$ cat src/rtl/sprite_fetch_arbiter.sv
// Round-robin arbiter sharing one sprite memory read port among NUM_LAYERS fetchers.
// Optional build macro SPRITE_ARB_BURST_EN lets the owning layer keep priority for up to MAX_BURST grants.
module sprite_fetch_arbiter #(
    parameter int NUM_LAYERS = 4,
    parameter int ADDR_W     = 12,
    parameter int DATA_W     = 12,
    parameter int RD_LAT     = 2,
    parameter int MAX_BURST  = 8
) (
    input  logic                         clk,
    input  logic                         rst_n,
    input  logic                         frame_start,
    input  logic [NUM_LAYERS-1:0]        req,
    input  logic [NUM_LAYERS*ADDR_W-1:0] addr,
    output logic [NUM_LAYERS-1:0]        gnt,
    output logic                         mem_en,
    output logic [ADDR_W-1:0]            mem_addr,
    input  logic [DATA_W-1:0]            mem_rdata,
    output logic [NUM_LAYERS-1:0]        rvalid,
    output logic [DATA_W-1:0]            rdata,
    output logic                         busy
);

    localparam int PTR_W = (NUM_LAYERS > 2) ? $clog2(NUM_LAYERS) : 1;

    if (NUM_LAYERS < 2 || NUM_LAYERS > 8) begin : g_bad_layers
        $error("sprite_fetch_arbiter: NUM_LAYERS must be 2..8");
    end
    if (RD_LAT < 1 || RD_LAT > 4) begin : g_bad_lat
        $error("sprite_fetch_arbiter: RD_LAT must be 1..4");
    end
    if (MAX_BURST < 1) begin : g_bad_burst
        $error("sprite_fetch_arbiter: MAX_BURST must be at least 1");
    end

    function automatic logic [NUM_LAYERS-1:0] onehot_f(input logic [PTR_W-1:0] idx);
        onehot_f      = '0;
        onehot_f[idx] = 1'b1;
    endfunction

    logic [PTR_W-1:0]      ptr_r;
    logic [PTR_W-1:0]      ptr_nxt_s;
    logic [PTR_W-1:0]      base_s;
    logic [PTR_W:0]        cand_s;
    logic [PTR_W-1:0]      win_s;
    logic [PTR_W-1:0]      win_inc_s;
    logic                  hit_s;
    logic [ADDR_W-1:0]     addr_sel_s;
    logic                  mem_en_r;
    logic [ADDR_W-1:0]     mem_addr_r;
    logic [NUM_LAYERS-1:0] issue_tag_r;
    logic [NUM_LAYERS-1:0] tag_r [RD_LAT];
    logic                  busy_s;

`ifdef SPRITE_ARB_BURST_EN
    localparam int CNT_W = $clog2(MAX_BURST + 1);
    logic [CNT_W-1:0] cnt_r;
    logic [CNT_W-1:0] cnt_nxt_s;
    logic [CNT_W-1:0] run_s;
`endif

    // Round-robin search from the priority base; frame_start forces layer 0 first.
    always_comb begin
        base_s = frame_start ? '0 : ptr_r;
        hit_s  = 1'b0;
        win_s  = '0;
        cand_s = '0;
        for (int k = 0; k < NUM_LAYERS; k++) begin
            cand_s = {1'b0, base_s} + (PTR_W+1)'(k);
            if (cand_s >= (PTR_W+1)'(NUM_LAYERS)) begin
                cand_s = cand_s - (PTR_W+1)'(NUM_LAYERS);
            end else begin
                cand_s = cand_s;
            end
            if (!hit_s && req[cand_s[PTR_W-1:0]]) begin
                hit_s = 1'b1;
                win_s = cand_s[PTR_W-1:0];
            end else begin
                hit_s = hit_s;
            end
        end
        win_inc_s  = (win_s == PTR_W'(NUM_LAYERS - 1)) ? '0 : win_s + PTR_W'(1);
        addr_sel_s = addr[int'(win_s) * ADDR_W +: ADDR_W];
    end

    // Combinational grant, held off entirely while reset is asserted.
    always_comb begin
        if (rst_n && hit_s) begin
            gnt = onehot_f(win_s);
        end else begin
            gnt = '0;
        end
    end

`ifdef SPRITE_ARB_BURST_EN
    // Burst priority: the owner keeps the pointer until MAX_BURST grants or its req drops.
    always_comb begin
        ptr_nxt_s = ptr_r;
        cnt_nxt_s = cnt_r;
        run_s     = CNT_W'(1);
        if (frame_start) begin
            ptr_nxt_s = hit_s ? win_inc_s : '0;
            cnt_nxt_s = '0;
        end else if (hit_s) begin
            run_s = (cnt_r != '0 && win_s == ptr_r) ? cnt_r + CNT_W'(1) : CNT_W'(1);
            if (run_s >= CNT_W'(MAX_BURST)) begin
                ptr_nxt_s = win_inc_s;
                cnt_nxt_s = '0;
            end else begin
                ptr_nxt_s = win_s;
                cnt_nxt_s = run_s;
            end
        end else if (cnt_r != '0 && !req[ptr_r]) begin
            ptr_nxt_s = (ptr_r == PTR_W'(NUM_LAYERS - 1)) ? '0 : ptr_r + PTR_W'(1);
            cnt_nxt_s = '0;
        end else begin
            ptr_nxt_s = ptr_r;
            cnt_nxt_s = cnt_r;
        end
    end

    // Burst run-length counter.
    always_ff @(posedge clk or negedge rst_n) begin
        if (!rst_n) begin
            cnt_r <= '0;
        end else begin
            cnt_r <= cnt_nxt_s;
        end
    end
`else
    // Plain rotation: the pointer moves past every granted layer.
    always_comb begin
        ptr_nxt_s = ptr_r;
        if (frame_start) begin
            ptr_nxt_s = hit_s ? win_inc_s : '0;
        end else if (hit_s) begin
            ptr_nxt_s = win_inc_s;
        end else begin
            ptr_nxt_s = ptr_r;
        end
    end
`endif

    // Priority pointer, memory issue register and layer-tag return pipeline.
    always_ff @(posedge clk or negedge rst_n) begin
        if (!rst_n) begin
            ptr_r       <= '0;
            mem_en_r    <= 1'b0;
            mem_addr_r  <= '0;
            issue_tag_r <= '0;
            for (int k = 0; k < RD_LAT; k++) begin
                tag_r[k] <= '0;
            end
        end else begin
            ptr_r       <= ptr_nxt_s;
            mem_en_r    <= hit_s;
            mem_addr_r  <= hit_s ? addr_sel_s : mem_addr_r;
            issue_tag_r <= gnt;
            tag_r[0]    <= issue_tag_r;
            for (int k = 1; k < RD_LAT; k++) begin
                tag_r[k] <= tag_r[k-1];
            end
        end
    end

    // Busy while a read is being issued or any tag is still travelling.
    always_comb begin
        busy_s = mem_en_r;
        for (int k = 0; k < RD_LAT; k++) begin
            busy_s = busy_s | (|tag_r[k]);
        end
    end

    assign mem_en   = mem_en_r;
    assign mem_addr = mem_addr_r;
    assign rvalid   = tag_r[RD_LAT-1];
    assign rdata    = mem_rdata;
    assign busy     = busy_s;

endmodule
$ cat config.mk
export PLATFORM = sky130hd
export DESIGN_NAME = sprite_fetch_arbiter
export DESIGN_NICKNAME = d
export VERILOG_FILES = /design/src/rtl/sprite_fetch_arbiter.sv
export SDC_FILE = /design/constraint.sdc
export NUM_CORES = 1
export LEC_CHECK = 0
export CAP_MARGIN = 20
export CORE_MARGIN = 2
export CORE_UTILIZATION = 39
export CTS_BUF_LIST = sky130_fd_sc_hd__clkbuf_4
export DETAILED_ROUTE_END_ITERATION = 8
export PLACE_DENSITY = 0.84
export SLEW_MARGIN = 5
export SYNTH_ARGS = -nofsm -noshare
export SYNTH_HDL_FRONTEND = slang
export SYNTH_SLANG_ARGS = --single-unit
$ cat constraint.sdc
create_clock -name clk -period 4.45 [get_ports clk]
set_clock_uncertainty 0.2 [all_clocks]
set_input_delay 1.1125 -clock clk [delete_from_list [all_inputs] [get_ports clk]]
set_output_delay 1.1125 -clock clk [all_outputs]
set_load 0.05 [all_outputs]
==> results.ini, run 1 <==
[outcome]
run_status = finished, final reports clean

[run]
max_cap_violations = 0

[yosys]
synth.distinct_cells = 49
mappedNetlistNets = 319
syn_inst = 248
netlist_area_um2 = 2260
synth_async_sr_flop_share_pct = 100
yosysWarnings = 0
synth_area_per_cell_um2 = 9.11
ys.flop_type = sky130_fd_sc_hd__dfrtp_1
synth-seq-area-share_pct = 29.9
synth_edf_count = 0
yosys_register_bits = 27

[worst_setup_path]
path_cells = buf_2, nor3b_4, a221oi_4, buf_4, and4_4, a221o_1, or2_4, inv_4, ha_2, and3_4, buf_8
crit_family = simple AND/OR/NAND/NOR gates
cp-startpoint = req[0]
crit_required_ns = 3.14
critPathMaxFanout = 6
worst-path-buf-inv = 4
r2r_start = ptr_r[1]$_DFFE_PN0P_
worst-setup-path-type = primary input to primary output
cp_slowest_stage_delay_ns = 0.33
slowest_stage = sky130_fd_sc_hd__a221o_1
startpoint_class_of_the_critical_path = primary input
cp_data_arrival_time_ns = 3.09
crit_path_end_kind = primary output

[floorplan]
starting_density_of_the_core_pct = 40.8
die_h_um = 80.1
rows = 27
ioPinCount = 101
fp.dieArea_um2 = 6420
std_cell_core_area_um2 = 5540
horiz_die_dim_um = 80.1

[clocking]
cts.path.max_buffers = 2
ctsRootBufferMaster = sky130_fd_sc_hd__clkbuf_4
insertion_delay_ns = 0.33
cts-hold-fix-buffers = 0
cts-buffers-inserted = 3
cts.reportedPaths.clkPinSlew_ns = 0.15
cts_tree = yes
cts_num_sinks = 27
htree_levels = 1

[sta]
timing.slew.headroom_pct = 30.0
final-max-slew-violation-count = 0
min_period_ns = 4.40
fmaxAchievable_mhz = 227
final.setup.tns_ns = 0
report.final.setup_viol = 0
holdWs_ns = 0.169
layout_worst_path_cycle_share_pct = 99.0
timing_hold_violations_final = 0
worst_slew_pin_slew_ns = 1.04

[route]
routed_wl_um = 7010
post_drt_via_cell_ratio = 6.04
detailedRoute.firstIterationViolations = 201
route.antenna.remaining_nets = 0
route.vias.total = 2379
route.detailed.wl_per_inst_um = 17.8
number_of_drc_violations_after_detailed_routing = 0
drt_pre_antenna_iters = 4

[global_routing]
grt.met1_usage_pct = 28.1
global_route.usage.total_pct = 20.6
grt_busiest_layer = met2
via_count_of_the_first_global_routing_pass = 2228
antenna_found_initial = 0
grt_first_pass_wirelength_um = 10600
met3_usage_pct = 1.24
overflow = 0
maximum_number_of_pins_on_one_net_before_global_route_repair = 37
met2_usage_pct = 35.5

[power_and_ir_drop]
total_power_mw = 1.99
internal_power_uw = 976
power.share.combinational_pct = 71.5
static-leakage-power_nw = 1.29
p_per_area_nw_per_um2 = 601
pwr-share-seq_pct = 22.7
power_switching_mw = 1.02
clkPwrFrac_pct = 5.8
power.switching_fraction_pct = 51.1
power.ir.vdd_worst_v = 0.000284

[finish]
area_growth_from_synthesis_to_layout_pct = 46.7
layout-drive-gt1-share_pct = 26.4
finish.net_count = 394
antenna_cells = 0

[min_path]
min-delay-path-class = flop to flop
hold_start = issue_tag_r[0]$_DFF_PN0_

[placed_design]
place.port_buffers = 76
gp_congestion = 0.896
dp.final_hpwl_um = 4880

==> cells in the mapped netlist, types with 3 or more instances <==
| cell type | count | area, um^2 |
|---|---|---|
| sky130_fd_sc_hd__ha_1 | 4 | 50.1 |
| sky130_fd_sc_hd__buf_2 | 12 | 60.1 |
| sky130_fd_sc_hd__nand2_1 | 5 | 18.8 |
| sky130_fd_sc_hd__o21ai_0 | 3 | 15.0 |
| sky130_fd_sc_hd__nor3_1 | 13 | 65.1 |
| sky130_fd_sc_hd__a21oi_1 | 13 | 65.1 |
| sky130_fd_sc_hd__and3_1 | 4 | 25.0 |
| sky130_fd_sc_hd__buf_4 | 18 | 135 |
| sky130_fd_sc_hd__inv_1 | 5 | 18.8 |
| sky130_fd_sc_hd__nor2_1 | 4 | 15.0 |
| sky130_fd_sc_hd__dfrtp_1 | 27 | 676 |
| sky130_fd_sc_hd__or4_1 | 13 | 97.6 |
| sky130_fd_sc_hd__a311oi_1 | 12 | 105 |
| sky130_fd_sc_hd__clkbuf_1 | 12 | 45.0 |
| sky130_fd_sc_hd__o31ai_1 | 49 | 368 |
| sky130_fd_sc_hd__nand2b_1 | 4 | 25.0 |
| sky130_fd_sc_hd__a32o_1 | 12 | 120 |
==> flip-flops by register name, indices dropped and copies added (netlist names) <==
register     flops
mem_addr        12
issue_tag_r      4
rvalid           4
tag_r            4
ptr_r            2
mem_en           1
==> layout by cell type (no fill, tap or decap), types with 2 or more instances in the layout <==
cell	netlist	routed
sky130_fd_sc_hd__a32o_1	12	12
sky130_fd_sc_hd__nor3_1	13	13
sky130_fd_sc_hd__buf_8	0	3
sky130_fd_sc_hd__o31ai_1	49	49
sky130_fd_sc_hd__o21ai_0	3	2
sky130_fd_sc_hd__inv_1	5	3
sky130_fd_sc_hd__or4_1	13	12
sky130_fd_sc_hd__buf_6	1	3
sky130_fd_sc_hd__nand2b_4	0	2
sky130_fd_sc_hd__a311oi_1	12	12
sky130_fd_sc_hd__clkdlybuf4s50_1	0	67
sky130_fd_sc_hd__nor2b_4	0	2
sky130_fd_sc_hd__nand2_2	2	2
sky130_fd_sc_hd__buf_4	18	36
sky130_fd_sc_hd__clkbuf_2	1	3
sky130_fd_sc_hd__nand2b_1	4	2
sky130_fd_sc_hd__buf_2	12	2
sky130_fd_sc_hd__a21oi_1	13	13
sky130_fd_sc_hd__clkbuf_4	0	3
sky130_fd_sc_hd__nand2_1	5	4
sky130_fd_sc_hd__dfrtp_1	27	27
sky130_fd_sc_hd__nor2_1	4	4
sky130_fd_sc_hd__ha_2	0	2
sky130_fd_sc_hd__a221o_1	2	2
sky130_fd_sc_hd__and3_4	0	4
==> logic make-up after synthesis <==
kind of cell	share of synthesized area (%)
simple gates	17.2
xor+xnor	0.388
buf+inv	12.2
mux	1.49
fa+ha+maj	2.21
flops	29.9
compound gates	36.6
==> repair_timing <==
| action | in CTS | in global routing |
|---|---|---|
| setup endpoints to repair | 4 | 4 |
| resized for setup | 30 | 22 |
| buffers inserted | 2 | 3 |
| pin swaps | 5 | 8 |
==> worst reg2reg max path, delay by kind of cell (launching register included) <==
kind                   cells  cell delay, ns
buffers and inverters      3            0.60
and+or+nand+nor            2            0.85
muxes                      1            0.36
AOI/OAI and AO/OA          3            0.45
DFF                        1            0.76
==> area by class of cell <==
cell class | count | area (um^2)
Fill cell | 471 | 2230
Timing Repair Buffer | 114 | 1040
Multi-Input combinational cell | 172 | 1450
Clock buffer | 3 | 22.5
Clock inverter | 1 | 8.76
Inverter | 5 | 21.3
Sequential cell | 27 | 676
Tap cell | 72 | 90.1
==> worst paths after layout <==
kind / end / slack (ns) / cells after the start
worst max-delay path: gnt[3] / 0.05 / 11
worst min-delay path: tag_r[4]$_DFF_PN0_ / 0.17 / 0
worst max register to register: mem_addr[11]$_DFFE_PN0P_ / 1.16 / 9
worst min register to register: tag_r[4]$_DFF_PN0_ / 0.17 / 0
max in group asynchronous: mem_addr[4]$_DFFE_PN0P_ / 2.83 / 2
min in group asynchronous: issue_tag_r[3]$_DFF_PN0_ / 1.00 / 2
==> power groups by stage <==
stage | Combinational [mW] | Sequential, mW | Clock [mW]
global route | 1.52 | 0.469 | 0.129
global placement | 1.26 | 0.445 | 0
floorplan | 0.763 | 0.619 | 0
CTS | 1.35 | 0.450 | 0.117
finish | 1.42 | 0.452 | 0.117
detailed placement | 1.30 | 0.449 | 0
==> routing by layer <==
metal	wire length (um)	part of all wire (%)
met4	60	0.86
met1	2970	42
met3	483	6.9
met5	0	0
met2	3490	50
==> stage by stage <==
step	worst slack (ns)	util, %	area, um^2	cells
after floorplan	0.0203	-	2300	248
after global placement	-0.308	56.5	3130	385
after detailed placement	-0.396	56.5	3130	385
after CTS	0.00759	58.7	3250	391
after global routing	-0.0289	59.8	3310	394
final	0.0456	59.8	3310	394
Power figures use the tool's default switching activity.
==> run 2, diff against run 1 <==
--- a/config.mk
+++ b/config.mk
@@ -5,6 +5,7 @@
 export SDC_FILE = /design/constraint.sdc
 export NUM_CORES = 1
 export LEC_CHECK = 0
+export ABC_CLOCK_PERIOD_IN_PS = 4450
 export CAP_MARGIN = 20
 export CORE_MARGIN = 2
 export CORE_UTILIZATION = 39
==> results of run 2 <==
Final layout, timing and power as in run 1 (identical DEF).
==> run 3, diff against run 2 <==
--- a/config.mk
+++ b/config.mk
@@ -6,11 +6,12 @@
 export NUM_CORES = 1
 export LEC_CHECK = 0
 export ABC_CLOCK_PERIOD_IN_PS = 4450
-export CAP_MARGIN = 20
+export CAP_MARGIN = 25
 export CORE_MARGIN = 2
 export CORE_UTILIZATION = 39
 export CTS_BUF_LIST = sky130_fd_sc_hd__clkbuf_4
 export DETAILED_ROUTE_END_ITERATION = 8
+export GPL_TIMING_DRIVEN = 0
 export PLACE_DENSITY = 0.84
 export SLEW_MARGIN = 5
 export SYNTH_ARGS = -nofsm -noshare
==> run 3 against run 2 <==
Sequential power decreased by 4%. Via count grew 8.5%. Combinational power rose by 9.9%.
==> results.ini, run 3 (synthesis gave the netlist of run 1 again) <==
[clocking]
cts.reportedPaths.clkPinSlew_ns = 0.16
cts-buffers-inserted = 3
htree_levels = 1
cts_tree = yes
ctsRootBufferMaster = sky130_fd_sc_hd__clkbuf_4
cts.path.max_buffers = 2
insertion_delay_ns = 0.33
cts_num_sinks = 27

[outcome]
run_status = finished, final reports clean

[floorplan]
ioPinCount = 101
rows = 27
horiz_die_dim_um = 80.1
fp.dieArea_um2 = 6420
starting_density_of_the_core_pct = 40.8
std_cell_core_area_um2 = 5540
die_h_um = 80.1

[worst_setup_path]
crit_path_end_kind = primary output
slowest_stage = sky130_fd_sc_hd__or4_4
r2r_start = ptr_r[1]$_DFFE_PN0P_
crit_required_ns = 3.14
cp_data_arrival_time_ns = 3.11
startpoint_class_of_the_critical_path = primary input
cp-startpoint = req[0]
reg2reg_to = mem_addr[11]$_DFFE_PN0P_
setup.reg_to_reg.worst_slack_ns = 1.17
worstSetupEndpoint = gnt[3]
path_cells = buf_2, nor3b_4, a221oi_4, nand2_2, or4_4, nand2_4, buf_6, ha_4, and3_4, buf_8
cp_slowest_stage_delay_ns = 0.53
worst-setup-path-type = primary input to primary output
critPathMaxFanout = 9
worst_r2r_path_depth = 11

[route]
number_of_drc_violations_after_detailed_routing = 0
post_drt_via_cell_ratio = 6.06
drt_pre_antenna_iters = 5
route.antenna.remaining_nets = 0
route.detailed.wl_per_inst_um = 18.3
detailedRoute.firstIterationViolations = 259
routed_wl_um = 7780
route.vias.total = 2582

[global_routing]
grt_first_pass_wirelength_um = 12000
overflow = 0
maximum_number_of_pins_on_one_net_before_global_route_repair = 18
antenna_found_initial = 0
global_route.usage.total_pct = 23.4
via_count_of_the_first_global_routing_pass = 2437

[power_and_ir_drop]
power.ir.vdd_worst_v = 0.000252
p_per_area_nw_per_um2 = 591
total_power_mw = 2.11
static-leakage-power_nw = 1.40

[placed_design]
count_of_placed_standard_cells_including_taps = 407
place.port_buffers = 86
dp.final_hpwl_um = 5620
gp_congestion = 0.908
dp_slack_ns = -1.45

[run]
max_cap_violations = 0

[finish]
area_growth_from_synthesis_to_layout_pct = 57.9
final_cell_mix = 79 x sky130_fd_sc_hd__clkdlybuf4s50_1, 49 x sky130_fd_sc_hd__o31ai_1, 37 x sky130_fd_sc_hd__buf_4, 27 x sky130_fd_sc_hd__dfrtp_1
fillers = 476
finalNonFillerCells = 426
antenna_cells = 0
finish.net_count = 426
largest_register_ff_count = 12
final_util_pct = 64.4
most_common_cell_after_layout_fill_and_taps_aside = sky130_fd_sc_hd__clkdlybuf4s50_1
layout-drive-gt1-share_pct = 26.8

[sta]
final-max-slew-violation-count = 0
final_critical_path_setup_slack_ns = 0.0317
layout_worst_path_cycle_share_pct = 99.3
timing.slew.headroom_pct = 50.6
worst_slew_pin_slew_ns = 0.738
min_period_ns = 4.42
timing_hold_violations_final = 0
report.final.setup_viol = 0
fmaxAchievable_mhz = 226

[min_path]
min-delay-path-class = flop to flop

==> run 3: how the worst min path moves through the flow <==
stage                        startpoint                 end  slack, ns  cells past startpoint
6_report       issue_tag_r[1]$_DFF_PN0_  tag_r[5]$_DFF_PN0_       0.17                      0
5_1_grt        issue_tag_r[1]$_DFF_PN0_  tag_r[5]$_DFF_PN0_       0.19                      0
4_1_cts        issue_tag_r[1]$_DFF_PN0_  tag_r[5]$_DFF_PN0_       0.17                      0
3_5_place_dp   issue_tag_r[1]$_DFF_PN0_  tag_r[5]$_DFF_PN0_       0.14                      0
3_3_place_gp   issue_tag_r[0]$_DFF_PN0_  tag_r[4]$_DFF_PN0_       0.13                      0
2_1_floorplan  issue_tag_r[0]$_DFF_PN0_  tag_r[4]$_DFF_PN0_       0.13                      0
==> run 3: final cells by class <==
cell class	instances	area [um^2]	area share [%]
clock inverter	1	7.51	0.210
sequential	27	676	18.9
timing repair buffer	105	1030	29.0
tap	72	90.1	2.52
inverter	5	26.3	0.736
multi-input combinational	172	1460	41.0
buffer	41	250	7.01
clock buffer	3	22.5	0.631
==> run 3: report_power, final <==
group	leakage [nW]	total (mW)	internal [mW]	switching [mW]
Sequential	0.333	0.436	0.344	0.0926
Combinational	1.05	1.56	0.636	0.923
Clock	0.0139	0.115	0.0345	0.0806
==> run 3: critical path: cells and delay by family <==
family / cells / cell delay, ns
and+or+nand+nor: 5 / 1.16
buffers and inverters: 3 / 0.42
adders and majority gates: 1 / 0.11
AOI/OAI and AO/OA: 1 / 0.30
==> run 3: stage by stage <==
step | instance area, um^2 | hold slack [ns] | setup TNS, ns
6_report | 3570 | 0.170 | 0
2_1_floorplan | 2300 | 0.131 | 0
5_1_grt | 3570 | 0.188 | -0.0223
3_5_place_dp | 3280 | 0.138 | -5.60
3_3_place_gp | 3250 | 0.132 | -5.23
4_1_cts | 3510 | 0.172 | -0.102
==> run 3: repair_timing <==
action	CTS	global route
setup buffers	14	5
pin swaps	10	7
hold buffers	0	0
resized for setup	68	15
endpoints found under the setup margin	4	4
hold endpoints to repair	0	0
==> run 3: metal layers <==
layer | global-route usage (%) | part of all wire [%] | vias to the layer above
met1 | 30.2 | 40 | 1214
met2 | 41.5 | 50 | 139
met4 | 5.93 | 1.8 | 0
met3 | 2.81 | 8.1 | 16
met5 | 0 | 0 | -
li1 | - | - | 1213
